File: config.mk
export PLATFORM = sky130hd
export DESIGN_NAME = sample_mac_pipe_flat
export DESIGN_NICKNAME = d
export VERILOG_FILES = /design/src/rtl/sample_mac_pipe_if.sv /design/src/rtl/sample_mac_pipe.sv /design/src/flat_wrapper.sv
export SDC_FILE = /design/constraint.sdc
export NUM_CORES = 1
export LEC_CHECK = 0
export ABC_AREA = 1
export CAP_MARGIN = 25
export CORE_MARGIN = 1
export CORE_UTILIZATION = 45
export CTS_BUF_LIST = sky130_fd_sc_hd__clkbuf_4
export DETAILED_ROUTE_END_ITERATION = 6
export GPL_TIMING_DRIVEN = 0
export PLACE_DENSITY_LB_ADDON = 0.1
export SLEW_MARGIN = 20
export SYNTH_ARGS = -nofsm -noshare
export SYNTH_HDL_FRONTEND = slang
export SYNTH_SLANG_ARGS = --single-unit
File: constraint.sdc
create_clock -name clk -period 4.82 [get_ports clk]
set_input_delay 0.964 -clock clk [delete_from_list [all_inputs] [get_ports clk]]
set_output_delay 0.964 -clock clk [all_outputs]
set_load 0.05 [all_outputs]
File: src/rtl/sample_mac_pipe_if.sv
// Handshake/data bundle for sample_mac_pipe: input beat channel plus
// result channel, both valid/ready.
interface sample_mac_pipe_if #(
  parameter int A_WIDTH = 6,
  parameter int B_WIDTH = 11,
  parameter int P_WIDTH = 11
);
  logic               in_valid;
  logic               in_ready;
  logic [A_WIDTH-1:0] din0;
  logic [B_WIDTH-1:0] din1;
  logic               mode;
  logic               first;
  logic               last;
  logic               out_valid;
  logic               out_ready;
  logic [P_WIDTH-1:0] dout;
  logic               ovf;

  modport master (
    output in_valid, din0, din1, mode, first, last, out_ready,
    input  in_ready, out_valid, dout, ovf
  );

  modport slave (
    input  in_valid, din0, din1, mode, first, last, out_ready,
    output in_ready, out_valid, dout, ovf
  );
endinterface

File: src/rtl/sample_mac_pipe.sv
// Pipelined multiply / multiply-accumulate unit with valid/ready flow
// control, framed accumulation and saturating or wrapping output format.
// Latency from accepted beat to dout is NUM_STAGE cycles of advance.
module sample_mac_pipe #(
  parameter int A_WIDTH   = 6,
  parameter int B_WIDTH   = 11,
  parameter int A_SIGNED  = 0,
  parameter int B_SIGNED  = 1,
  parameter int P_WIDTH   = 11,
  parameter int ACC_WIDTH = 24,
  parameter int NUM_STAGE = 3,
  parameter int SAT_EN    = 1
) (
  input  logic             clk,
  input  logic             reset,
  input  logic             ce,
  sample_mac_pipe_if.slave bus
);
  localparam int EXT_W = A_WIDTH + B_WIDTH + 1;
  localparam int TOP   = NUM_STAGE - 1;

  localparam logic [ACC_WIDTH-1:0] ACC_MAX = {1'b0, {(ACC_WIDTH-1){1'b1}}};
  localparam logic [ACC_WIDTH-1:0] ACC_MIN = {1'b1, {(ACC_WIDTH-1){1'b0}}};
  localparam logic [P_WIDTH-1:0]   P_MAX   = {1'b0, {(P_WIDTH-1){1'b1}}};
  localparam logic [P_WIDTH-1:0]   P_MIN   = {1'b1, {(P_WIDTH-1){1'b0}}};

  typedef struct packed {
    logic mode;
    logic first;
    logic last;
  } ctrl_t;

  logic                      adv;
  logic                      out_valid_q;
  logic [P_WIDTH-1:0]        dout_q;
  logic                      ovf_q;

  logic signed [EXT_W-1:0]   a_ext, b_ext;
  logic signed [EXT_W-1:0]   a_s1, b_s1;
  logic signed [EXT_W-1:0]   prod_s1;
  logic [TOP:1]              vld_pipe;
  ctrl_t [TOP:1]             ctrl_pipe;
  logic [TOP:2][EXT_W-1:0]   prod_pipe;

  logic signed [ACC_WIDTH-1:0] acc_q, acc_base, acc_nxt, p_t, fmt_in;
  logic signed [ACC_WIDTH:0]   sum;
  logic [ACC_WIDTH-P_WIDTH:0]  fmt_hi;
  logic                        acc_ovf, sticky_q, sticky_nxt;
  logic                        fmt_ovf, ovf_nxt, emit;
  logic [P_WIDTH-1:0]          fmt_val;
  ctrl_t                       c_t;
  logic                        v_t;

  // One global advance: a held output or ce=0 freezes every stage.
  assign adv          = ce && (!out_valid_q || bus.out_ready);
  assign bus.in_ready = adv && reset;
  assign bus.out_valid = out_valid_q;
  assign bus.dout      = dout_q;
  assign bus.ovf       = ovf_q;

  // Extend operands so the product is exact in EXT_W signed bits.
  generate
    if (A_SIGNED != 0) begin : g_a_s
      assign a_ext = {{(EXT_W-A_WIDTH){bus.din0[A_WIDTH-1]}}, bus.din0};
    end else begin : g_a_u
      assign a_ext = {{(EXT_W-A_WIDTH){1'b0}}, bus.din0};
    end
    if (B_SIGNED != 0) begin : g_b_s
      assign b_ext = {{(EXT_W-B_WIDTH){bus.din1[B_WIDTH-1]}}, bus.din1};
    end else begin : g_b_u
      assign b_ext = {{(EXT_W-B_WIDTH){1'b0}}, bus.din1};
    end
  endgenerate

  // Product magnitude always fits EXT_W, so the low bits are the exact value.
  assign prod_s1 = a_s1 * b_s1;

  // Operand/control capture, product register and plain delay stages.
  always_ff @(posedge clk or negedge reset) begin
    if (!reset) begin
      vld_pipe  <= '0;
      ctrl_pipe <= '0;
      a_s1      <= '0;
      b_s1      <= '0;
      prod_pipe <= '0;
    end else if (adv) begin
      vld_pipe[1]  <= bus.in_valid;
      ctrl_pipe[1] <= '{mode: bus.mode, first: bus.first, last: bus.last};
      a_s1         <= a_ext;
      b_s1         <= b_ext;
      vld_pipe[2]  <= vld_pipe[1];
      ctrl_pipe[2] <= ctrl_pipe[1];
      prod_pipe[2] <= prod_s1;
      for (int k = 3; k <= TOP; k++) begin
        vld_pipe[k]  <= vld_pipe[k-1];
        ctrl_pipe[k] <= ctrl_pipe[k-1];
        prod_pipe[k] <= prod_pipe[k-1];
      end
    end
  end

  assign c_t = ctrl_pipe[TOP];
  assign v_t = vld_pipe[TOP];
  assign p_t = ACC_WIDTH'($signed(prod_pipe[TOP]));

  // Final stage: accumulate with overflow detection, then format to P_WIDTH.
  always_comb begin
    acc_base   = c_t.first ? '0 : acc_q;
    sum        = (ACC_WIDTH+1)'(acc_base) + (ACC_WIDTH+1)'(p_t);
    acc_ovf    = sum[ACC_WIDTH] != sum[ACC_WIDTH-1];
    acc_nxt    = sum[ACC_WIDTH-1:0];
    if (acc_ovf && SAT_EN != 0) acc_nxt = sum[ACC_WIDTH] ? ACC_MIN : ACC_MAX;
    sticky_nxt = (c_t.first ? 1'b0 : sticky_q) | acc_ovf;

    fmt_in  = c_t.mode ? acc_nxt : p_t;
    fmt_hi  = fmt_in[ACC_WIDTH-1:P_WIDTH-1];
    fmt_ovf = !((&fmt_hi) || !(|fmt_hi));
    fmt_val = fmt_in[P_WIDTH-1:0];
    if (fmt_ovf && SAT_EN != 0) fmt_val = fmt_in[ACC_WIDTH-1] ? P_MIN : P_MAX;

    emit    = v_t && (!c_t.mode || c_t.last);
    ovf_nxt = fmt_ovf || (c_t.mode && sticky_nxt);
  end

  // Output register and accumulator; bubbles and MUL beats leave acc alone.
  always_ff @(posedge clk or negedge reset) begin
    if (!reset) begin
      acc_q       <= '0;
      sticky_q    <= 1'b0;
      out_valid_q <= 1'b0;
      dout_q      <= '0;
      ovf_q       <= 1'b0;
    end else if (adv) begin
      out_valid_q <= emit;
      if (emit) begin
        dout_q <= fmt_val;
        ovf_q  <= ovf_nxt;
      end
      if (v_t && c_t.mode) begin
        acc_q    <= acc_nxt;
        sticky_q <= sticky_nxt;
      end
    end
  end
endmodule

File: src/flat_wrapper.sv
// flat-port wrapper written by rule: the top's interface ports become plain ports
module sample_mac_pipe_flat 
#(
  parameter int A_WIDTH   = 6,
  parameter int B_WIDTH   = 11,
  parameter int A_SIGNED  = 0,
  parameter int B_SIGNED  = 1,
  parameter int P_WIDTH   = 11,
  parameter int ACC_WIDTH = 24,
  parameter int NUM_STAGE = 3,
  parameter int SAT_EN    = 1
)
  (clk, reset, ce, bus_in_valid, bus_din0, bus_din1, bus_mode, bus_first, bus_last, bus_out_ready, bus_in_ready, bus_out_valid, bus_dout, bus_ovf);
  sample_mac_pipe_if #(.A_WIDTH(A_WIDTH), .B_WIDTH(B_WIDTH), .P_WIDTH(P_WIDTH)) bus_i ();
  input  logic clk;
  input  logic reset;
  input  logic ce;
  input wire logic [$bits(bus_i.in_valid)-1:0] bus_in_valid;
  input wire logic [$bits(bus_i.din0)-1:0] bus_din0;
  input wire logic [$bits(bus_i.din1)-1:0] bus_din1;
  input wire logic [$bits(bus_i.mode)-1:0] bus_mode;
  input wire logic [$bits(bus_i.first)-1:0] bus_first;
  input wire logic [$bits(bus_i.last)-1:0] bus_last;
  input wire logic [$bits(bus_i.out_ready)-1:0] bus_out_ready;
  output wire logic [$bits(bus_i.in_ready)-1:0] bus_in_ready;
  output wire logic [$bits(bus_i.out_valid)-1:0] bus_out_valid;
  output wire logic [$bits(bus_i.dout)-1:0] bus_dout;
  output wire logic [$bits(bus_i.ovf)-1:0] bus_ovf;
  assign bus_i.in_valid = bus_in_valid;
  assign bus_i.din0 = bus_din0;
  assign bus_i.din1 = bus_din1;
  assign bus_i.mode = bus_mode;
  assign bus_i.first = bus_first;
  assign bus_i.last = bus_last;
  assign bus_i.out_ready = bus_out_ready;
  assign bus_in_ready = bus_i.in_ready;
  assign bus_out_valid = bus_i.out_valid;
  assign bus_dout = bus_i.dout;
  assign bus_ovf = bus_i.ovf;
  sample_mac_pipe #(.A_WIDTH(A_WIDTH), .B_WIDTH(B_WIDTH), .A_SIGNED(A_SIGNED), .B_SIGNED(B_SIGNED), .P_WIDTH(P_WIDTH), .ACC_WIDTH(ACC_WIDTH), .NUM_STAGE(NUM_STAGE), .SAT_EN(SAT_EN)) u_core (.clk(clk), .reset(reset), .ce(ce), .bus(bus_i));
endmodule
==> run_results.csv <==
group,metric,value,unit
cts,cts-root-buf,"clkbuf_4",
run_status,status,"complete, no violations",
cells_and_area,syn_to_final_growth,11.44,%
place,port_buffers,38,
die,die-width,137.0,um
die,ioPinCount,39,
worst_hold_path,hp-class,"input port to asynchronous set/reset pin",
sta,max_freq,216.7,MHz
place,place_hpwl,16780,um
yosys,synth.most_common_cell,"nand2_1",
sta,worstMarginPinSlew,698.0,ps
grt,grt_pass1_wl,33670,um
sta,min_period_over_period,95.73,%
critical_path,crit_fanout,7,
grt,first_global_vias,6828,
sta,hold_viol_final,0,
routing,first_pass_iters,5,
cells_and_area,diodes,0,
critical_path,cp_num_buf_inv,5,
critical_path,startpoint_type,"register",
yosys,syn_area,0.008205,mm2
job,cap_violations,0,
grt,grt_usage,23.37,%
routing,drtAntennaViolNets,0,
grt,antenna_found_initial,0,
routing,viasPerCell,4.844,
yosys,synth.area.top_cells,"dfrtp_1 (25%), nand2_1 (20%), fa_1 (12%)",
yosys,synth_top_area_cell,"dfrtp_1",
routing,wl_per_cell,13.78,um
sta,min_period,4614,ps
critical_path,cp_top_family,"adder cells",
yosys,synth_edf_count,0,
cts,clk_pin_slew,160,ps
critical_path,required,5170,ps
cts,htree_levels,3,
cts,cts_buffer_depth,2,
die,die_area,0.01878,mm2
routing,drt_wl_total,20540,um
cts,cts.sink_count,81,
routing,num_vias,7222,
cts,cts_tree,"yes",
yosys,synthTopCellsByCount,"nand2_1 (432), inv_1 (224), dfrtp_1 (81)",
critical_path,endpoint_kind,"register",
cells_and_area,drive_gt1_share,8.637,%
yosys,yosysWarnings,0,
critical_path,cp_slowest_cell,"fa_1",
place,place_ws,-351.8,ps
die,num_rows,49,
critical_path,critPathArrivalTime,4970,ps
die,start_util,45.83,%
routing,drt-initial-drc-count,320,
sta,finalSetupViolCount,0,
sta,fin_skew,18.22,ps
sta,slew_headroom,53.05,%
cells_and_area,fill_cells,1879,
yosys,synthCells,1203,
yosys,synth_top_area_share,24.70,%
cells_and_area,seqCellArea,0.002033,mm2
critical_path,slowest_delay,540,ps
grt,grt-ovfl-total,0,
die,coreArea,0.01790,mm2
yosys,async_flop_share,100.0,%
grt,grt_start_max_net_pins,55,
place,gp_congestion,0.9792,
cells_and_area,multiInputGateArea,0.005213,mm2
die,die_h,137.0,um
cells_and_area,final_nets,1390,
critical_path,worstSetupPathType,"register to register",
yosys,syn_area_per_cell,6.821,um2
yosys,ys.flop_type,"dfrtp_1",
yosys,synth_cell_types,39,
cts,cts_made_buffers,9,
yosys,synth-seq-area-share,24.70,%
cts,hold_buffers,0,
sta,slew_viol_final,0,
yosys,ys_ff_latch,81,
yosys,syn_nets,1336,
sta,setup_slack,206.0,ps
routing,drcViolationCount,0,
critical_path,cpMostUsedCell,"nand2_1",
cts,clock_latency,490,ps
[final cells by class]
class | instances | share of cell area [%]
multi-input cells | 862 | 57.01
flip-flops and latches | 81 | 22.24
inverters | 225 | 9.236
repair buffers | 47 | 5.063
well taps | 229 | 3.134
plain buffers | 31 | 1.752
clock inverters | 7 | 0.8347
clock buffers | 9 | 0.7389
[timing repair]
action | CTS | global route
buffers inserted | 0 | 8
pin swaps | 0 | 2
endpoints found under the setup margin | 4 | 5
hold endpoints to repair | 0 | 0
resized for setup | 3 | 15
gates cloned | 0 | 0
[state kept, by name, summed over array words and instances, names as in the netlist]
name,flops
u_core.bus.ovf,1
u_core.sticky_q,1
u_core.b_s1,11
u_core.bus.out_valid,1
u_core.bus.dout,11
u_core.vld_pipe,2
u_core.acc_q,24
u_core.prod_pipe,18
u_core.a_s1,6
u_core.ctrl_pipe,3
u_core.c_t,3
[worst reg2reg max path, delay by kind of cell, from the launching register on]
family / cells / cell delay [ps]
flops: 1 / 470
compound gates: 5 / 680
fa+ha+maj: 5 / 2150
buf+inv: 5 / 370
simple gates: 10 / 780
[layer usage]
metal / vias up / track usage (%) / share of wire (%) / wire length [um]
met5: - / 0 / 0 / 0
met4: 0 / 6.166 / 2.0 / 416
met3: 32 / 3.630 / 2.6 / 533
met2: 103 / 40.46 / 49 / 10030
met1: 3332 / 30.13 / 47 / 9560
li1: 3755 / - / - / -
[cell families (layout without fill, tap and decap cells)]
kind of cell    count (synthesis)  after routing  synth area share, %
fa+ha+maj                     108            108                20.86
flops                          81             81                24.70
xor+xnor                       28             28                2.989
buf+inv                       260            319                12.43
simple gates                  609            609                31.14
compound gates                117            117                7.884
[cells in the final DEF, fill, tap and decap left out, types with 12 or more instances in the layout]
cell type,netlist,final
clkdlybuf4s50_1,0,37
nor2_2,11,12
ha_1,60,58
o21ai_0,57,54
nand3_1,31,31
nand2_2,31,33
clkbuf_1,25,21
dfrtp_1,81,76
nor2_1,65,64
fa_1,48,48
xor2_1,20,20
a21oi_1,35,33
nand4_1,13,13
inv_1,224,224
nand2_1,432,430
[final timing paths]
check	slack [ps]	cells past startpoint	end	startpoint
worst min register to register	500	2	u_core.bus.dout[5]	u_core.bus.dout[5]
worst max register to register	210	25	u_core.prod_pipe[14]	u_core.a_s1[1]
min in group clk	500	2	u_core.bus.dout[5]	u_core.bus.dout[5]
worst max-delay path	210	25	u_core.prod_pipe[14]	u_core.a_s1[1]
max in group asynchronous	3800	2	u_core.a_s1[2]	reset
worst min-delay path	390	1	u_core.acc_q[18]	reset
[per-stage QoR]
stage	area [um2]	instances	hold slack [ps]	utilization [%]	setup TNS (ps)
after floorplan	8205	1203	442.2	-	0
after global placement	8872	1470	458.0	49.56	-32360
after detailed placement	8897	1471	454.8	49.70	-415.0
after CTS	9035	1484	367.3	50.47	0
after global routing	9144	1491	391.5	51.08	-28.74
final	9144	1491	385.4	51.08	0
Power is left out: the tool's default activity adds up to more than one toggle a clock period on the data nets, which glitch-free logic cannot reach.
